[src/rtl/shift_pkg.sv]
// Shared types for the pipelined barrel shifter: operation encoding,
// per-stage control payload and the right-shift fill rule.
package shift_pkg;

  typedef enum logic [2:0] {
    FN_SHL = 3'b000,
    FN_SHR = 3'b001,
    FN_ROL = 3'b010,
    FN_ROR = 3'b011,
    FN_SAR = 3'b100
  } shift_fn_e;

  // Width-independent part of the stage payload; data and the remaining
  // shift count are sized by WIDTH and live in the top-level payload struct.
  typedef struct packed {
    shift_fn_e fn;
    logic      carry;
  } stage_ctl_t;

  function automatic logic fill_bit(input shift_fn_e fn, input logic msb);
    return (fn == FN_SAR) && msb;
  endfunction

endpackage

[src/rtl/barrel_shift_pipe_if.sv]
// Operand/result handshake bundle between the operand-read stage, the
// barrel shifter and the ALU result mux.
interface barrel_shift_pipe_if #(
  parameter int unsigned WIDTH = 8
);
  localparam int unsigned SCW = $clog2(WIDTH);

  logic             in_valid;
  logic             in_ready;
  logic [WIDTH-1:0] in_data;
  logic [SCW-1:0]   in_sc;
  logic [2:0]       in_fn;
  logic             out_valid;
  logic             out_ready;
  logic [WIDTH-1:0] out_data;
  logic             out_c;
  logic             out_z;
  logic             out_n;

  modport master (
    output in_valid, in_data, in_sc, in_fn, out_ready,
    input  in_ready, out_valid, out_data, out_c, out_z, out_n
  );

  modport slave (
    input  in_valid, in_data, in_sc, in_fn, out_ready,
    output in_ready, out_valid, out_data, out_c, out_z, out_n
  );

endinterface

[src/rtl/shift_stage.sv]
// One barrel-shifter stage: shift/rotate by the constant DIST when enabled,
// reporting the bit that crossed the word boundary as the new carry.
module shift_stage
  import shift_pkg::*;
#(
  parameter int unsigned WIDTH = 8,
  parameter int unsigned DIST  = 1
) (
  input  logic             en_i,
  input  shift_fn_e        fn_i,
  input  logic [WIDTH-1:0] data_i,
  input  logic             carry_i,
  output logic [WIDTH-1:0] data_o,
  output logic             carry_o
);

  localparam logic [WIDTH-1:0] HI_MASK   = ~({WIDTH{1'b1}} >> DIST);
  localparam int unsigned      LEFT_OUT  = WIDTH - DIST;
  localparam int unsigned      RIGHT_OUT = DIST - 1;

  always_comb begin
    data_o  = data_i;
    carry_o = carry_i;
    if (en_i) begin
      case (fn_i)
        FN_SHL: begin
          data_o  = data_i << DIST;
          carry_o = data_i[LEFT_OUT];
        end
        FN_SHR, FN_SAR: begin
          data_o  = (data_i >> DIST) | (fill_bit(fn_i, data_i[WIDTH-1]) ? HI_MASK : '0);
          carry_o = data_i[RIGHT_OUT];
        end
        FN_ROL: begin
          data_o  = (data_i << DIST) | (data_i >> LEFT_OUT);
          carry_o = data_i[LEFT_OUT];
        end
        FN_ROR: begin
          data_o  = (data_i >> DIST) | (data_i << LEFT_OUT);
          carry_o = data_i[RIGHT_OUT];
        end
        // Reserved encodings pass data and keep the (zero) carry.
        default: begin
          data_o  = data_i;
          carry_o = carry_i;
        end
      endcase
    end
  end

endmodule

[src/rtl/barrel_shift_pipe.sv]
// Pipelined barrel shifter: one registered stage per shift-count bit, a
// single global stall, and z/n flags registered alongside the result.
module barrel_shift_pipe
  import shift_pkg::*;
#(
  parameter int unsigned WIDTH = 8
) (
  input logic                clk,
  input logic                rst_n,
  input logic                flush,
  barrel_shift_pipe_if.slave bus
);

  localparam int unsigned SCW = $clog2(WIDTH);

  typedef struct packed {
    logic [WIDTH-1:0] data;
    logic [SCW-1:0]   sc;
    stage_ctl_t       ctl;
  } stage_pl_t;

  stage_pl_t      pl_q [SCW];
  stage_pl_t      pl_d [SCW];
  logic [SCW-1:0] vld_q;
  logic           z_q, n_q;
  logic           z_d, n_d;
  logic           stall;
  logic           unused_tail;

  assign stall        = vld_q[SCW-1] & ~bus.out_ready;
  assign bus.in_ready = ~stall;

  for (genvar k = 0; k < SCW; k++) begin : g_stage
    stage_pl_t        st_in;
    logic [WIDTH-1:0] sh_data;
    logic             sh_carry;

    if (k == 0) begin : g_head
      assign st_in = '{data: bus.in_data, sc: bus.in_sc,
                       ctl: '{fn: shift_fn_e'(bus.in_fn), carry: 1'b0}};
    end else begin : g_body
      assign st_in = pl_q[k-1];
    end

    shift_stage #(
      .WIDTH (WIDTH),
      .DIST  (1 << k)
    ) u_stage (
      .en_i    (st_in.sc[k]),
      .fn_i    (st_in.ctl.fn),
      .data_i  (st_in.data),
      .carry_i (st_in.ctl.carry),
      .data_o  (sh_data),
      .carry_o (sh_carry)
    );

    assign pl_d[k] = '{data: sh_data, sc: st_in.sc,
                       ctl: '{fn: st_in.ctl.fn, carry: sh_carry}};
  end

  assign z_d = (pl_d[SCW-1].data == '0);
  assign n_d = pl_d[SCW-1].data[WIDTH-1];

  // Payload registers advance on every unstalled edge, bubbles included;
  // only the valid chain distinguishes live results from stale data.
  always_ff @(posedge clk or negedge rst_n) begin
    if (!rst_n) begin
      vld_q <= '0;
      for (int unsigned i = 0; i < SCW; i++) pl_q[i] <= '0;
      z_q   <= 1'b0;
      n_q   <= 1'b0;
    end else begin
      if (flush) begin
        vld_q <= '0;
      end else if (!stall) begin
        vld_q <= {vld_q[SCW-2:0], bus.in_valid};
      end
      if (!stall) begin
        pl_q <= pl_d;
        z_q  <= z_d;
        n_q  <= n_d;
      end
    end
  end

  assign bus.out_valid = vld_q[SCW-1];
  assign bus.out_data  = pl_q[SCW-1].data;
  assign bus.out_c     = pl_q[SCW-1].ctl.carry;
  assign bus.out_z     = z_q;
  assign bus.out_n     = n_q;

  assign unused_tail = ^{pl_q[SCW-1].sc, pl_q[SCW-1].ctl.fn};

endmodule
[src/flat_wrapper.sv]
// flat-port wrapper written by rule: the top's interface ports become plain ports
module barrel_shift_pipe_flat import shift_pkg::*;
#(
  parameter int unsigned WIDTH = 8
)
  (clk, rst_n, flush, bus_in_valid, bus_in_data, bus_in_sc, bus_in_fn, bus_out_ready, bus_in_ready, bus_out_valid, bus_out_data, bus_out_c, bus_out_z, bus_out_n);
  barrel_shift_pipe_if #(.WIDTH(WIDTH)) bus_i ();
  input logic clk;
  input logic rst_n;
  input logic flush;
  input wire logic [$bits(bus_i.in_valid)-1:0] bus_in_valid;
  input wire logic [$bits(bus_i.in_data)-1:0] bus_in_data;
  input wire logic [$bits(bus_i.in_sc)-1:0] bus_in_sc;
  input wire logic [$bits(bus_i.in_fn)-1:0] bus_in_fn;
  input wire logic [$bits(bus_i.out_ready)-1:0] bus_out_ready;
  output wire logic [$bits(bus_i.in_ready)-1:0] bus_in_ready;
  output wire logic [$bits(bus_i.out_valid)-1:0] bus_out_valid;
  output wire logic [$bits(bus_i.out_data)-1:0] bus_out_data;
  output wire logic [$bits(bus_i.out_c)-1:0] bus_out_c;
  output wire logic [$bits(bus_i.out_z)-1:0] bus_out_z;
  output wire logic [$bits(bus_i.out_n)-1:0] bus_out_n;
  assign bus_i.in_valid = bus_in_valid;
  assign bus_i.in_data = bus_in_data;
  assign bus_i.in_sc = bus_in_sc;
  assign bus_i.in_fn = bus_in_fn;
  assign bus_i.out_ready = bus_out_ready;
  assign bus_in_ready = bus_i.in_ready;
  assign bus_out_valid = bus_i.out_valid;
  assign bus_out_data = bus_i.out_data;
  assign bus_out_c = bus_i.out_c;
  assign bus_out_z = bus_i.out_z;
  assign bus_out_n = bus_i.out_n;
  barrel_shift_pipe #(.WIDTH(WIDTH)) u_core (.clk(clk), .rst_n(rst_n), .flush(flush), .bus(bus_i));
endmodule
[config.mk]
export PLATFORM = sky130hd
export DESIGN_NAME = barrel_shift_pipe_flat
export DESIGN_NICKNAME = d
export VERILOG_FILES = /design/src/rtl/shift_pkg.sv /design/src/rtl/barrel_shift_pipe_if.sv /design/src/rtl/shift_stage.sv /design/src/rtl/barrel_shift_pipe.sv /design/src/flat_wrapper.sv
export SDC_FILE = /design/constraint.sdc
export NUM_CORES = 1
export LEC_CHECK = 0
export BUFFER_PORTS_ARGS = -buffer_cell sky130_fd_sc_hd__buf_4
export CORE_MARGIN = 8
export CORE_UTILIZATION = 45
export CTS_CLUSTER_SIZE = 30
export DETAILED_ROUTE_END_ITERATION = 10
export PLACE_DENSITY_LB_ADDON = 0.05
export SLEW_MARGIN = 20
export SYNTH_ARGS = -nofsm -noshare
export SYNTH_HDL_FRONTEND = slang
export SYNTH_SLANG_ARGS = --single-unit
[constraint.sdc]
create_clock -name clk -period 2.2 [get_ports clk]
set_input_delay 0.44 -clock clk [delete_from_list [all_inputs] [get_ports clk]]
set_output_delay 0.44 -clock clk [all_outputs]
set_load 0.03 [all_outputs]
==> flow_metrics.env <==
export IMPL_p_int_mw=1.25
export IMPL_die_h_um=87.1
export IMPL_async_flop_share_pct=100
export IMPL_insertion_delay_ps=290
export IMPL_synth_area_mux_share_pct=2.47
export IMPL_vias=2011
export IMPL_clkSinkCount=40
export IMPL_layout_commonest_cell="nand2_1"
export IMPL_grt_max_degree=41
export IMPL_max_freq_mhz=573
export IMPL_syn_area_sq_mm=0.00228
export IMPL_post_route_drc_count=0
export IMPL_tightest_slew_ps=545
export IMPL_die_w_um=87.1
export IMPL_nets=317
export IMPL_tns_ps=0
export IMPL_setup_violations=0
export IMPL_core_sq_mm=0.00501
export IMPL_synth_compound_area_share_pct=28.4
export IMPL_place_area_sq_mm=0.00254
export IMPL_synth_cell_types=38
export IMPL_syn_num_nets=297
export IMPL_dp_hpwl_mm=3.85
export IMPL_area_delta_synth_final_pct=14.9
export IMPL_rr_startpoint="u_core.g_stage[2].st_in[3]"
export IMPL_tritoncts="done"
export IMPL_syn_instance_count=278
export IMPL_worst_r2r_endpoint="u_core.bus.out_z"
export IMPL_diodes=0
export IMPL_final_cell_mix="nand2_1, o21ai_0, dfrtp_1"
export IMPL_syn_area_per_cell_sq_um=8.19
export IMPL_drt_iter0_markers=124
export IMPL_worstHoldPathType="input pin to asynchronous set/reset pin"
export IMPL_cts_max_level=2
export IMPL_max_stage_delay_ps=540
export IMPL_die_area_sq_mm=0.00759
export IMPL_switching_share_pct=33.2
export IMPL_cts_resized=0
export IMPL_critPathCaptureType="flop"
export IMPL_drv_cap=0
export IMPL_yosysSeqAreaShare_pct=44.0
export IMPL_hold_viol=0
export IMPL_critPathKind="flop to flop"
export IMPL_numCtsBuffers=5
export IMPL_drive_gt1_share_pct=17.8
export IMPL_wirelength_mm=5.33
export IMPL_yosys_warnings=0
export IMPL_critPathLaunchType="flop"
export IMPL_vdd_drop_max_mv=0.280
export IMPL_ys_ff_latch=40
export IMPL_finClkSkew_ps=4.12
export IMPL_clockBufferDepth=2
export IMPL_port_buffers=31
export IMPL_routabilityCongestion=0.854
export IMPL_first_pass_iters=5
export IMPL_clkTransAtPathRegs_ps=70
export IMPL_ff2ff_path_depth=4
export IMPL_antenna_left=0
export IMPL_crit_path_top_delay_cell="dfrtp_1"
export IMPL_slew_headroom_pct=63.7
export IMPL_leakage_nw=1.10
export IMPL_synth_xor_area_share_pct=0
export IMPL_fp_row_count=26
export IMPL_clockPowerShare_pct=24.5
export IMPL_combPwrFrac_pct=25.1
export IMPL_grt_pass1_wl_mm=9.09
export IMPL_rsz0062_at_grt="false"
export IMPL_synth_adder_area_share_pct=0
export IMPL_path_cells="and4bb_2, a222oi_1, and4_1, a32o_2"
export IMPL_grt_pass1_vias=1880
export IMPL_crit_path_max_fanout=14
export IMPL_pin_count=32
export IMPL_stdcell_area_sq_mm=0.00262
export IMPL_post_cts_buffers=0
export IMPL_switching_power_uw=621
export IMPL_cp_top_family="simple AND/OR/NAND/NOR gates"
export IMPL_grt_usage_pct=14.9
export IMPL_via_per_inst=5.46
export IMPL_antenna_found_initial=0
export IMPL_grt_ovfl_total=0
export IMPL_p_per_area_mw_per_mm2=715
export IMPL_cts_hold_buf=0
export IMPL_synth_flop_cell="dfrtp_1"
export IMPL_synthSimpleGateAreaFrac_pct=20.3
export IMPL_worstPathArrival_ps=1970
export IMPL_cts_root_buf="clkbuf_8"
export IMPL_drv_slew=0
export IMPL_path_buf_inv=0
export IMPL_synth_top_family_by_area="compound AO/OA/AOI/OAI gates"
export IMPL_synth_edf_count=0
export IMPL_initial_core_util_pct=45.5
export IMPL_fin_crit_ps=1750
export IMPL_required_ps=2430
export IMPL_wl_per_cell_um=14.5
export IMPL_r2r_setup_slack_ps=450
export IMPL_period_share_pct=79.3
export IMPL_seqPwrFrac_pct=50.4
export IMPL_status="completed"
export IMPL_fillers=538
-- through the flow --
step,instances,util [%],setup slack [ps],power [mW],hold WS (ps)
finish,368,52.2,455,1.87,106
global route,368,52.2,362,1.98,154
CTS,368,52.2,468,1.89,134
detailed placement,361,50.7,488,1.43,450
global placement,361,50.7,526,1.43,453
floorplan,278,-,359,1.25,144
-- routing by layer --
layer | GRT usage, % | vias to the layer above | part of all wire (%)
met3 | 2.74 | 7 | 3.7
met1 | 18.6 | 934 | 47
li1 | - | 1026 | -
met2 | 24.5 | 44 | 48
met5 | 0 | - | 0
met4 | 6.25 | 0 | 1.6
-- kinds of logic (layout without fill, tap and decap cells) --
family                 count (synthesis)  after routing
AND/OR/NAND/NOR                      102            102
buffers and inverters                 26             46
AO/OA/AOI/OAI                        105            105
flip-flops                            40             40
multiplexers                           5              5
-- synth_stat cells (3+ instances only) --
cell type / instances / share of area (%)
a21oi_1: 19 / 4.2
a222oi_1: 4 / 1.8
buf_2: 5 / 1.1
clkbuf_1: 14 / 2.3
dfrtp_1: 40 / 44
inv_1: 4 / 0.66
mux2_2: 5 / 2.5
nand2_1: 59 / 9.7
nand2b_1: 9 / 2.5
nand3_1: 4 / 0.88
nor2_1: 18 / 3.0
o211ai_1: 6 / 2.0
o21ai_0: 40 / 8.8
o21ai_1: 3 / 0.66
o22ai_1: 14 / 3.8
o2bb2ai_1: 7 / 2.7
-- layout make-up --
class	instances	area [sq um]	share of cell area, %
Timing Repair Buffer	35	263	10.0
Sequential cell	40	1000	38.3
Multi-Input combinational cell	212	1170	44.8
Clock buffer	6	72.6	2.77
Tap cell	70	87.6	3.35
Clock inverter	1	5.00	0.191
Inverter	4	15.0	0.574
-- power groups by stage --
stage               clock network (mW)  logic [mW]  registers (mW)
floorplan                            0       0.262           0.986
global placement                     0       0.470           0.955
detailed placement                   0       0.473           0.958
CTS                              0.470       0.474           0.943
global route                     0.505       0.519           0.960
finish                           0.458       0.469           0.943
-- worst register-to-register path, stage by stage, from the launching register on --
cell and delay (ps):
dfrtp_1 540, and4bb_2 340, a222oi_1 400, and4_1 250, a32o_2 150
-- how the worst max path moves through the flow --
| stage | cells after the start | end | slack, ps | from |
|---|---|---|---|---|
| detailed placement | 4 | u_core.bus.out_z | 490 | u_core.g_stage[2].st_in[3] |
| CTS | 4 | u_core.bus.out_z | 470 | u_core.g_stage[2].st_in[3] |
| floorplan | 4 | bus_in_ready | 360 | u_core.vld_q[2] |
| global placement | 5 | u_core.bus.out_z | 530 | u_core.g_stage[2].st_in[3] |
| finish | 4 | u_core.bus.out_z | 450 | u_core.g_stage[2].st_in[3] |
| global route | 5 | u_core.bus.out_z | 360 | u_core.g_stage[2].st_in[3] |
-- state kept, by name (all words and copies together) (netlist names) --
register              cells
u_core.bus.out_n          1
u_core.bus.out_c          1
u_core.vld_q              3
u_core.bus.out_data       7
u_core.bus.out_z          1
u_core.g_stage.st_in     27
Power figures use the tool's default switching activity.
